$ cat src/rtl/hdlc_tx_sched_if.sv
// Requester byte streams, HDLC register write port and Tx status between scheduler and its environment.
interface hdlc_tx_sched_if;
  logic       Req0_Valid;
  logic       Req1_Valid;
  logic [7:0] Req0_Data;
  logic [7:0] Req1_Data;
  logic       Req0_Last;
  logic       Req1_Last;
  logic       Req0_Ready;
  logic       Req1_Ready;
  logic [1:0] Grant;
  logic [2:0] Address;
  logic [7:0] Data_In;
  logic       WriteEnable;
  logic       Tx_Done;
  logic       Tx_AbortedTrans;
  logic       Done_Pulse;
  logic       Err_Pulse;
  logic       Done_Id;
  logic       Busy;

  modport master (
    input  Req0_Valid, Req1_Valid, Req0_Data, Req1_Data, Req0_Last, Req1_Last,
    input  Tx_Done, Tx_AbortedTrans,
    output Req0_Ready, Req1_Ready, Grant, Address, Data_In, WriteEnable,
    output Done_Pulse, Err_Pulse, Done_Id, Busy
  );

  modport slave (
    output Req0_Valid, Req1_Valid, Req0_Data, Req1_Data, Req0_Last, Req1_Last,
    output Tx_Done, Tx_AbortedTrans,
    input  Req0_Ready, Req1_Ready, Grant, Address, Data_In, WriteEnable,
    input  Done_Pulse, Err_Pulse, Done_Id, Busy
  );
endinterface

$ cat src/rtl/hdlc_tx_sched.sv
// Two-requester round-robin frame scheduler for an HDLC Tx: each accepted byte becomes a register write one cycle later,
// Ready only toward the owner; watchdog in WAIT_DONE exists only with HDLC_SCHED_TIMEOUT_EN defined.
module hdlc_tx_sched #(
  parameter int MAX_BYTES      = 126,
  parameter int TIMEOUT_CYCLES = 4096
) (
  input logic             Clk,
  input logic             Rst,
  hdlc_tx_sched_if.master bus
);
  typedef enum logic [2:0] {IDLE, LOAD, START, WAIT_DONE, DRAIN, ABORT} state_t;

  localparam logic [6:0] LAST_CNT = 7'(MAX_BYTES - 1);

  if (MAX_BYTES < 1 || MAX_BYTES > 127) begin : g_max_bytes_out_of_range
  end
  if (TIMEOUT_CYCLES < 3 || TIMEOUT_CYCLES > 65535) begin : g_timeout_cycles_out_of_range
  end

  state_t     state_q, state_d;
  logic [1:0] grant_q, grant_d;
  logic       prio_q, prio_d;
  logic [6:0] cnt_q, cnt_d;
  logic [1:0] hold_q, hold_d;
  logic       ovl_q, ovl_d;
  logic       we_q, we_d;
  logic [2:0] addr_q, addr_d;
  logic [7:0] data_q, data_d;
  logic       done_q, done_d;
  logic       err_q, err_d;
  logic       id_q, id_d;
  logic       owner, rx_open, sel_vld, sel_last, acc, fin;
  logic [7:0] sel_dat;

`ifdef HDLC_SCHED_TIMEOUT_EN
  localparam logic [15:0] WD_LAST = 16'(TIMEOUT_CYCLES - 1);
  logic [15:0] wd_q, wd_d;
`endif

  assign owner    = grant_q[1];
  assign rx_open  = (state_q == LOAD) || (state_q == DRAIN);
  assign sel_vld  = owner ? bus.Req1_Valid : bus.Req0_Valid;
  assign sel_dat  = owner ? bus.Req1_Data  : bus.Req0_Data;
  assign sel_last = owner ? bus.Req1_Last  : bus.Req0_Last;
  assign acc      = rx_open && sel_vld;

  assign bus.Req0_Ready  = rx_open && grant_q[0];
  assign bus.Req1_Ready  = rx_open && grant_q[1];
  assign bus.Grant       = grant_q;
  assign bus.Address     = addr_q;
  assign bus.Data_In     = data_q;
  assign bus.WriteEnable = we_q;
  assign bus.Done_Pulse  = done_q;
  assign bus.Err_Pulse   = err_q;
  assign bus.Done_Id     = id_q;
  assign bus.Busy        = (state_q != IDLE);

  always_comb begin
    state_d = state_q;
    grant_d = grant_q;
    prio_d  = prio_q;
    cnt_d   = cnt_q;
    hold_d  = hold_q;
    ovl_d   = ovl_q;
    we_d    = 1'b0;
    addr_d  = 3'h0;
    data_d  = 8'h00;
    done_d  = 1'b0;
    err_d   = 1'b0;
    id_d    = 1'b0;
    fin     = 1'b0;
`ifdef HDLC_SCHED_TIMEOUT_EN
    wd_d    = wd_q;
`endif
    case (state_q)
      IDLE: begin
        if (bus.Req0_Valid || bus.Req1_Valid) begin
          // prio_q names the requester favoured on a tie
          grant_d = (bus.Req1_Valid && (!bus.Req0_Valid || prio_q)) ? 2'b10 : 2'b01;
          cnt_d   = 7'd0;
          ovl_d   = 1'b0;
          state_d = LOAD;
        end
      end
      LOAD: begin
        if (acc) begin
          we_d   = 1'b1;
          addr_d = 3'h1;
          data_d = sel_dat;
          cnt_d  = cnt_q + 7'd1;
          if (sel_last) begin
            state_d = START;
          end else if (cnt_q == LAST_CNT) begin
            ovl_d   = 1'b1;
            state_d = ABORT;
          end
        end
      end
      START: begin
        we_d    = 1'b1;
        addr_d  = 3'h0;
        data_d  = 8'h02;
        hold_d  = 2'd0;
`ifdef HDLC_SCHED_TIMEOUT_EN
        wd_d    = 16'd0;
`endif
        state_d = WAIT_DONE;
      end
      WAIT_DONE: begin
`ifdef HDLC_SCHED_TIMEOUT_EN
        wd_d = wd_q + 16'd1;
`endif
        // status is blind for the first two cycles after Tx_Enable
        if (hold_q != 2'd2) begin
          hold_d = hold_q + 2'd1;
        end else if (bus.Tx_AbortedTrans) begin
          err_d = 1'b1;
          id_d  = owner;
          fin   = 1'b1;
        end else if (bus.Tx_Done) begin
          done_d = 1'b1;
          id_d   = owner;
          fin    = 1'b1;
        end
`ifdef HDLC_SCHED_TIMEOUT_EN
        if (!fin && (wd_q == WD_LAST)) state_d = ABORT;
`endif
      end
      ABORT: begin
        we_d   = 1'b1;
        addr_d = 3'h0;
        data_d = 8'h04;
        if (ovl_q) begin
          state_d = DRAIN;
        end else begin
          err_d = 1'b1;
          id_d  = owner;
          fin   = 1'b1;
        end
      end
      DRAIN: begin
        if (acc && sel_last) begin
          err_d = 1'b1;
          id_d  = owner;
          fin   = 1'b1;
        end
      end
      default: state_d = IDLE;
    endcase
    if (fin) begin
      state_d = IDLE;
      grant_d = 2'b00;
      prio_d  = ~owner;
    end
  end

  always_ff @(posedge Clk or negedge Rst) begin
    if (!Rst) begin
      state_q <= IDLE;
      grant_q <= 2'b00;
      prio_q  <= 1'b0;
      cnt_q   <= 7'd0;
      hold_q  <= 2'd0;
      ovl_q   <= 1'b0;
      we_q    <= 1'b0;
      addr_q  <= 3'h0;
      data_q  <= 8'h00;
      done_q  <= 1'b0;
      err_q   <= 1'b0;
      id_q    <= 1'b0;
`ifdef HDLC_SCHED_TIMEOUT_EN
      wd_q    <= 16'd0;
`endif
    end else begin
      state_q <= state_d;
      grant_q <= grant_d;
      prio_q  <= prio_d;
      cnt_q   <= cnt_d;
      hold_q  <= hold_d;
      ovl_q   <= ovl_d;
      we_q    <= we_d;
      addr_q  <= addr_d;
      data_q  <= data_d;
      done_q  <= done_d;
      err_q   <= err_d;
      id_q    <= id_d;
`ifdef HDLC_SCHED_TIMEOUT_EN
      wd_q    <= wd_d;
`endif
    end
  end
endmodule

$ cat src/flat_wrapper.sv
// flat-port wrapper written by rule: the top's interface ports become plain ports
module hdlc_tx_sched_flat 
#(
  parameter int MAX_BYTES      = 126,
  parameter int TIMEOUT_CYCLES = 4096
)
  (Clk, Rst, bus_Req0_Valid, bus_Req1_Valid, bus_Req0_Data, bus_Req1_Data, bus_Req0_Last, bus_Req1_Last, bus_Tx_Done, bus_Tx_AbortedTrans, bus_Req0_Ready, bus_Req1_Ready, bus_Grant, bus_Address, bus_Data_In, bus_WriteEnable, bus_Done_Pulse, bus_Err_Pulse, bus_Done_Id, bus_Busy);
  hdlc_tx_sched_if bus_i ();
  input logic Clk;
  input logic Rst;
  input wire logic [$bits(bus_i.Req0_Valid)-1:0] bus_Req0_Valid;
  input wire logic [$bits(bus_i.Req1_Valid)-1:0] bus_Req1_Valid;
  input wire logic [$bits(bus_i.Req0_Data)-1:0] bus_Req0_Data;
  input wire logic [$bits(bus_i.Req1_Data)-1:0] bus_Req1_Data;
  input wire logic [$bits(bus_i.Req0_Last)-1:0] bus_Req0_Last;
  input wire logic [$bits(bus_i.Req1_Last)-1:0] bus_Req1_Last;
  input wire logic [$bits(bus_i.Tx_Done)-1:0] bus_Tx_Done;
  input wire logic [$bits(bus_i.Tx_AbortedTrans)-1:0] bus_Tx_AbortedTrans;
  output wire logic [$bits(bus_i.Req0_Ready)-1:0] bus_Req0_Ready;
  output wire logic [$bits(bus_i.Req1_Ready)-1:0] bus_Req1_Ready;
  output wire logic [$bits(bus_i.Grant)-1:0] bus_Grant;
  output wire logic [$bits(bus_i.Address)-1:0] bus_Address;
  output wire logic [$bits(bus_i.Data_In)-1:0] bus_Data_In;
  output wire logic [$bits(bus_i.WriteEnable)-1:0] bus_WriteEnable;
  output wire logic [$bits(bus_i.Done_Pulse)-1:0] bus_Done_Pulse;
  output wire logic [$bits(bus_i.Err_Pulse)-1:0] bus_Err_Pulse;
  output wire logic [$bits(bus_i.Done_Id)-1:0] bus_Done_Id;
  output wire logic [$bits(bus_i.Busy)-1:0] bus_Busy;
  assign bus_i.Req0_Valid = bus_Req0_Valid;
  assign bus_i.Req1_Valid = bus_Req1_Valid;
  assign bus_i.Req0_Data = bus_Req0_Data;
  assign bus_i.Req1_Data = bus_Req1_Data;
  assign bus_i.Req0_Last = bus_Req0_Last;
  assign bus_i.Req1_Last = bus_Req1_Last;
  assign bus_i.Tx_Done = bus_Tx_Done;
  assign bus_i.Tx_AbortedTrans = bus_Tx_AbortedTrans;
  assign bus_Req0_Ready = bus_i.Req0_Ready;
  assign bus_Req1_Ready = bus_i.Req1_Ready;
  assign bus_Grant = bus_i.Grant;
  assign bus_Address = bus_i.Address;
  assign bus_Data_In = bus_i.Data_In;
  assign bus_WriteEnable = bus_i.WriteEnable;
  assign bus_Done_Pulse = bus_i.Done_Pulse;
  assign bus_Err_Pulse = bus_i.Err_Pulse;
  assign bus_Done_Id = bus_i.Done_Id;
  assign bus_Busy = bus_i.Busy;
  hdlc_tx_sched #(.MAX_BYTES(MAX_BYTES), .TIMEOUT_CYCLES(TIMEOUT_CYCLES)) u_core (.Clk(Clk), .Rst(Rst), .bus(bus_i));
endmodule
$ cat config.mk
export PLATFORM = sky130hd
export DESIGN_NAME = hdlc_tx_sched_flat
export DESIGN_NICKNAME = d
export VERILOG_FILES = /design/src/rtl/hdlc_tx_sched_if.sv /design/src/rtl/hdlc_tx_sched.sv /design/src/flat_wrapper.sv
export SDC_FILE = /design/constraint.sdc
export NUM_CORES = 1
export LEC_CHECK = 0
export CORE_UTILIZATION = 46
export CTS_CLUSTER_DIAMETER = 120
export DETAILED_ROUTE_END_ITERATION = 6
export PLACE_DENSITY = 0.86
export REMOVE_ABC_BUFFERS = 1
export SETUP_SLACK_MARGIN = 0.4
export SYNTH_ARGS = -nofsm -noshare
export SYNTH_HDL_FRONTEND = slang
export SYNTH_SLANG_ARGS = --single-unit
$ cat constraint.sdc
create_clock -name Clk -period 2.3 [get_ports Clk]
set_input_delay 0.46 -clock Clk [delete_from_list [all_inputs] [get_ports Clk]]
set_output_delay 0.46 -clock Clk [all_outputs]
set_load 0.01 [all_outputs]
==> results of run 1 <==
-- routing by layer --
metal  GRT usage [%]  wire, um  vias up
met1            25.2      1580      684
li1                -         -      669
met5               0         0        -
met2            41.7      2130       60
met3            9.09       299        6
met4            11.0        67        0
-- state kept, by name (all words and copies together), names as in the netlist --
| name | count |
|---|---|
| u_core.bus.Done_Pulse | 1 |
| u_core.bus.Err_Pulse | 1 |
| u_core.bus.Grant | 2 |
| u_core.ovl_q | 1 |
| u_core.bus.WriteEnable | 1 |
| u_core.hold_q | 2 |
| u_core.prio_q | 1 |
| u_core.state_q | 3 |
| u_core.bus.Address | 1 |
| u_core.bus.Done_Id | 1 |
| u_core.cnt_q | 7 |
| u_core.bus.Data_In | 8 |
-- worst paths after layout --
kind,end,cells past startpoint
setup / recovery,u_core.state_q[1]$_DFFE_PN0P_,5
hold reg to reg,u_core.prio_q$_DFFE_PN0P_,2
hold / removal,u_core.cnt_q[1]$_DFFE_PN0P_,2
min in group Clk,u_core.prio_q$_DFFE_PN0P_,2
max in group asynchronous,u_core.state_q[2]$_DFFE_PN0P_,2
setup reg to reg,u_core.state_q[1]$_DFFE_PN0P_,5
-- final cells by class --
type / count / area [sq um]
Clock inverter: 1 / 5.00
Clock buffer: 7 / 65.1
Sequential cell: 29 / 731
Inverter: 9 / 37.5
Timing Repair Buffer: 62 / 559
Fill cell: 222 / 855
Tap cell: 44 / 55.1
Multi-Input combinational cell: 114 / 796
-- worst register-to-register path, stage by stage (launching register included) --
cell,delay [ns]
dfrtp_2,0.41
buf_6,0.13
mux2_4,0.34
o311a_4,0.37
o22a_4,0.22
mux2_4,0.29
-- kinds of logic (layout without fill, tap and decap cells) --
logic type | Yosys count | in the layout | share of synthesized area [%]
multiplexers | 13 | 13 | 9.50
flip-flops | 29 | 29 | 47.1
buffers and inverters | 18 | 79 | 5.36
adder cells (fa/ha/maj) | 3 | 3 | 2.44
XOR/XNOR | 5 | 5 | 2.84
AO/OA/AOI/OAI | 30 | 30 | 13.6
AND/OR/NAND/NOR | 61 | 61 | 18.8
other | 1 | 2 | 0.243
-- per-stage QoR --
step	instance area [sq um]	std cells	utilization, %
floorplan	1500	152	-
global placement	2020	245	65.1
detailed placement	2020	245	65.1
CTS	2200	262	70.9
global route	2250	266	72.5
finish	2250	266	72.5
-- power groups by stage --
stage               sequential [mW]  clock (mW)  combinational (mW)
CTS                           0.774       0.364                1.39
global placement              0.822           0                1.14
detailed placement            0.833           0                1.18
finish                        0.776       0.357                1.52
floorplan                     0.870           0               0.642
global route                  0.792       0.398                1.63
-- cell usage in the layout (no fill, tap or decap), types with 3 or more instances in the layout --
cell	netlist	routed
a21oi_1	9	9
and2_1	3	3
buf_4	2	19
clkbuf_4	0	5
clkdlybuf4s50_1	0	37
dfrtp_1	29	25
dfrtp_2	0	4
ha_1	3	3
inv_1	9	7
mux2_4	3	3
mux2i_1	9	9
nand2_1	9	9
nand2b_1	5	3
nand4_1	4	4
nor2_1	27	26
nor3_1	5	4
o21ai_0	9	9
or3_1	3	3
xnor2_1	3	3
-- what timing repair did --
item                                    4_1_cts  5_1_grt
pin swaps                                     1        3
buffers inserted                              9        4
endpoints found under the setup margin        7        5
resized for setup                            20       11
==> reports/qor.yml, run 1 <==
status: "complete, no violations"
viasPerCell: 5.33
ys_seq_elements: 29
yosys-top-cells-area: "dfrtp_1, nor2_1, mux2i_1, a21oi_1, o21ai_0"
clkSinkCount: 29
place.gp.congestion: 0.844
grt_max_degree: 30
cpPeakStageDelay_ns: 0.41
nets: 248
hpwl_mm: 2.67
core_area_sq_um: 3100
areaGrowthSynthToFinish_pct: 46.0
avgSynthCellArea_sq_um: 9.63
critPathLaunch: "u_core.bus.Grant[1]$_DFFE_PN0P_"
p_comb_share_pct: 57.2
crit_fanout: 4
power.density_nw_per_um2: 1180
totalPowerFinal_mw: 2.65
cts_tree: "yes"
setup_slack_ns: 0.433
grt_pass1_wl_mm: 6.13
crit_chain: "buf_6 > mux2_4 > o311a_4 > o22a_4 > mux2_4"
worst-r2r-setup-slack_ns: 0.43
antenna_left: 0
wire_per_inst_um: 15.3
synth_area_sq_um: 1540
p_int_mw: 1.63
critPathRequiredTime_ns: 2.53
leakagePower_nw: 1.02
min_period_ns: 1.87
cp_slowest_cell: "dfrtp_2"
numPortBuffers: 41
insertion_delay_ns: 0.34
hold_violations: 0
synth_cell_types: 37
synth_seq_area_share_pct: 47.1
cts.path.max_buffers: 2
drive_gt1_share_pct: 23.9
synth_edf_count: 0
switching_share_pct: 38.5
start_util_pct: 49.6
first_pass_iters: 4
maxSlewViolCount: 0
clkPwrFrac_pct: 13.5
wirelength_mm: 4.08
grt_overflow: 0
critPathMostFrequentCell: "mux2_4"
post-synth-top-area-fraction_pct: 47.1
rows: 20
die_x_um: 59.9
hold_buffers: 0
fin_crit_sh_pct: 81.2
synthTopCellsByCount: "dfrtp_1, nor2_1"
crit_family: "multiplexers"
p_sw_mw: 1.02
io_pins: 44
drc: 0
grt_pass1_vias: 1382
r2r_start: "u_core.bus.Grant[1]$_DFFE_PN0P_"
synthCells: 160
antenna_found_initial: 0
pre_cts_slack_ns: 0.0312
die_y_um: 59.9
drv_cap: 0
clockRootBuffer: "clkbuf_4"
fmax_mhz: 536
numCtsBuffers: 5
skew_ns: 0.00713
drt_iter0_drc: 44
h-tree-depth: 2
antenna_cells: 0
yosys.cell_count.top_type: "dfrtp_1"
setup_viol: 0
synthFlopType: "dfrtp_1"
holdCritPathClass: "in2async"
tns_ns: 0
crit_type: "reg2reg"
cp.arrival_ns: 2.10
vias: 1419
die_area_sq_um: 3580
async_reset_ff_share_pct: 100
rsz0062_at_grt: "no"
seqPwrFrac_pct: 29.3
grt_usage_pct: 23.9
end_kind: "register"
critPathLaunchType: "register"
peakVddDrop_mv: 0.608
timing.hold.ws_ns: 0.499
cp_num_buf_inv: 1
clk_pin_slew_worst_paths_ns: 0.09
yosysWarnings: 0
synth_top_area_cell: "dfrtp_1"
No activity file was read; power rests on OpenSTA's default activity.
==> inputs of run 2 (changes only) <==
--- a/config.mk
+++ b/config.mk
@@ -5,10 +5,10 @@
 export SDC_FILE = /design/constraint.sdc
 export NUM_CORES = 1
 export LEC_CHECK = 0
-export CORE_UTILIZATION = 46
+export CORE_UTILIZATION = 42
 export CTS_CLUSTER_DIAMETER = 120
 export DETAILED_ROUTE_END_ITERATION = 6
-export PLACE_DENSITY = 0.86
+export PLACE_DENSITY = 0.83
 export REMOVE_ABC_BUFFERS = 1
 export SETUP_SLACK_MARGIN = 0.4
 export SYNTH_ARGS = -nofsm -noshare
==> constraint.sdc (replaced) <==
create_clock -name Clk -period 1.65 [get_ports Clk]
set_input_delay 0.33 -clock Clk [delete_from_list [all_inputs] [get_ports Clk]]
set_output_delay 0.33 -clock Clk [all_outputs]
set_load 0.01 [all_outputs]
==> reports/qor.yml, run 2 (synthesis gave the netlist of run 1 again) <==
mostFrequentLayoutCells: "buf_6, buf_4, dfrtp_1"  # was clkdlybuf4s50_1, nor2_1, dfrtp_1
end_kind: "register"  # unchanged
drv_cap: 0  # unchanged
critPathLaunchType: "register"  # unchanged
die_x_um: 62.6  # was 59.9 um
crit_family: "compound AO/OA/AOI/OAI gates"  # was multiplexers
antenna_cells: 0  # unchanged
grt_max_degree: 30  # unchanged
die_y_um: 62.6  # was 59.9 um
cp_slowest_cell: "o311a_4"  # was dfrtp_2
multi_input_area_sq_um: 1030  # was 796 sq um
final_cells: 312  # was 266
peakVddDrop_mv: 1.20  # was 0.608 mV
cts_tree: "yes"  # unchanged
rsz0062_at_grt: "yes"  # was no
drive_gt1_share_pct: 57.1  # was 23.9%
min_period_ns: 1.86  # was 1.87 ns
clockRootBuffer: "clkbuf_4"  # unchanged
wirelength_mm: 6.66  # was 4.08 mm
final_common_cell: "buf_6"  # was clkdlybuf4s50_1
grt_pass1_wl_mm: 8.77  # was 6.13 mm
drc: 0  # unchanged
first_pass_iters: 4  # unchanged
seqCellArea_sq_um: 729  # was 731 sq um
setup_viol: 16  # was 0
violations: "setup timing"
largest_reg_flops: 8  # unchanged
setup_slack_ns: -0.212  # was 0.433 ns
power.density_nw_per_um2: 1900  # was 1180 nW/um^2
viasPerCell: 5.64  # was 5.33
leakagePower_nw: 1.37  # was 1.02 nW
rows: 21  # was 20
cts.path.max_buffers: 2  # unchanged
dp_cells: 269  # was 245
vias: 1759  # was 1419
clkSinkCount: 29  # unchanged
crit_type: "reg2reg"  # unchanged
hold_buffers: 0  # unchanged
fin_crit_sh_pct: 113  # was 81.2%
grt_usage_pct: 30.2  # was 23.9%
fmax_mhz: 537  # was 536 MHz
wire_per_inst_um: 21.3  # was 15.3 um
hold_violations: 0  # unchanged
h-tree-depth: 2  # unchanged
n_fill_cell: 173  # was 222
skew_ns: 0.0126  # was 0.00713 ns
crit_fanout: 2  # was 4
critPathRequiredTime_ns: 1.89  # was 2.53 ns
grt_overflow: 0  # unchanged
cp.arrival_ns: 2.10  # about the same
core_area_sq_um: 3420  # was 3100 sq um
drt_iter0_drc: 114  # was 44
grt_pass1_vias: 1761  # was 1382
insertion_delay_ns: 0.36  # was 0.34 ns
status: "finished with violations"  # was complete, no violations
holdCritPathClass: "in2async"  # unchanged
nets: 292  # was 248
hpwl_mm: 2.76  # was 2.67 mm
io_pins: 44  # unchanged
maxSlewViolCount: 0  # unchanged
antenna_left: 0  # unchanged
start_util_pct: 45.1  # was 49.6%
clk_pin_slew_worst_paths_ns: 0.11  # was 0.09 ns
antenna_found_initial: 0  # unchanged
crit_chain: "inv_1 > ha_1 > nand2_1 > nor2_1 > o311a_4 > o22a_4 > mux2_4"  # was buf_6 > mux2_4 > o311a_4 > o22a_4 > mux2_4
cpPeakStageDelay_ns: 0.39  # was 0.41 ns
die_area_sq_um: 3910  # was 3580 sq um
totalPowerFinal_mw: 5.53  # was 2.65 mW
areaGrowthSynthToFinish_pct: 88.8  # was 46.0%
pre_cts_slack_ns: -0.526  # was 0.0312 ns
numPortBuffers: 41  # unchanged
cp_num_buf_inv: 1  # unchanged
place.gp.congestion: 0.792  # was 0.844
numCtsBuffers: 5  # unchanged
[run 2: what timing repair did]
action,in CTS,in global routing
pin swaps,30,19
buffers inserted,25,10
endpoints found under the setup margin,47,35
gates resized for setup,150,39
[run 2: metal layers]
| layer | share of wire [%] | track usage, % | wire, um |
|---|---|---|---|
| met1 | 36 | 31.1 | 2370 |
| met2 | 52 | 54.6 | 3460 |
| met3 | 5.6 | 7.48 | 372 |
| met4 | 6.8 | 18.0 | 455 |
| met5 | 0 | 0 | 0 |
[run 2: final cells by class]
| class | count | area share, % |
|---|---|---|
| Sequential cell | 29 | 25.1 |
| Inverter | 9 | 1.33 |
| Timing Repair Buffer | 106 | 32.6 |
| Clock inverter | 3 | 2.24 |
| Multi-Input combinational cell | 114 | 35.5 |
| Clock buffer | 5 | 1.29 |
| Tap cell | 46 | 1.98 |
[run 2: worst register-to-register path, delay by kind of cell (launching register included)]
family,cells,cell delay [ns]
flops,1,0.38
simple gates,2,0.15
mux,1,0.30
fa+ha+maj,1,0.22
compound gates,2,0.61
buf+inv,1,0.08
[run 2: worst paths after layout]
check / startpoint / endpoint / slack (ns) / cells past startpoint
setup / recovery: u_core.cnt_q[1]$_DFFE_PN0P_ / u_core.state_q[1]$_DFFE_PN0P_ / -0.21 / 7
hold / removal: Rst / u_core.ovl_q$_DFFE_PN0P_ / 0.36 / 2
setup reg to reg: u_core.cnt_q[1]$_DFFE_PN0P_ / u_core.state_q[1]$_DFFE_PN0P_ / -0.21 / 7
hold reg to reg: u_core.prio_q$_DFFE_PN0P_ / u_core.prio_q$_DFFE_PN0P_ / 0.55 / 2
max in group asynchronous: Rst / u_core.state_q[0]$_DFFE_PN0P_ / 0.98 / 2
min in group Clk: u_core.prio_q$_DFFE_PN0P_ / u_core.prio_q$_DFFE_PN0P_ / 0.55 / 2
[run 2: per-stage QoR]
step / area, sq um / utilization (%) / TNS, ns / hold slack, ns
finish: 2910 / 85.1 / -1.70 / 0.359
global route: 2910 / 85.1 / -2.73 / 0.389
CTS: 2660 / 78.0 / -0.387 / 0.381
detailed placement: 2190 / 64.1 / -5.70 / 0.500
global placement: 2190 / 64.1 / -4.98 / 0.487
floorplan: 1500 / - / -1.68 / 0.0344
[run 2: report_power, final]
| group | total (mW) | switching [mW] | internal (mW) | leakage (nW) |
|---|---|---|---|---|
| Sequential | 1.10 | 0.170 | 0.932 | 0.378 |
| Combinational | 3.66 | 1.72 | 1.94 | 0.936 |
| Clock | 0.767 | 0.298 | 0.469 | 0.0552 |
| Total | 5.53 | 2.19 | 3.34 | 1.37 |
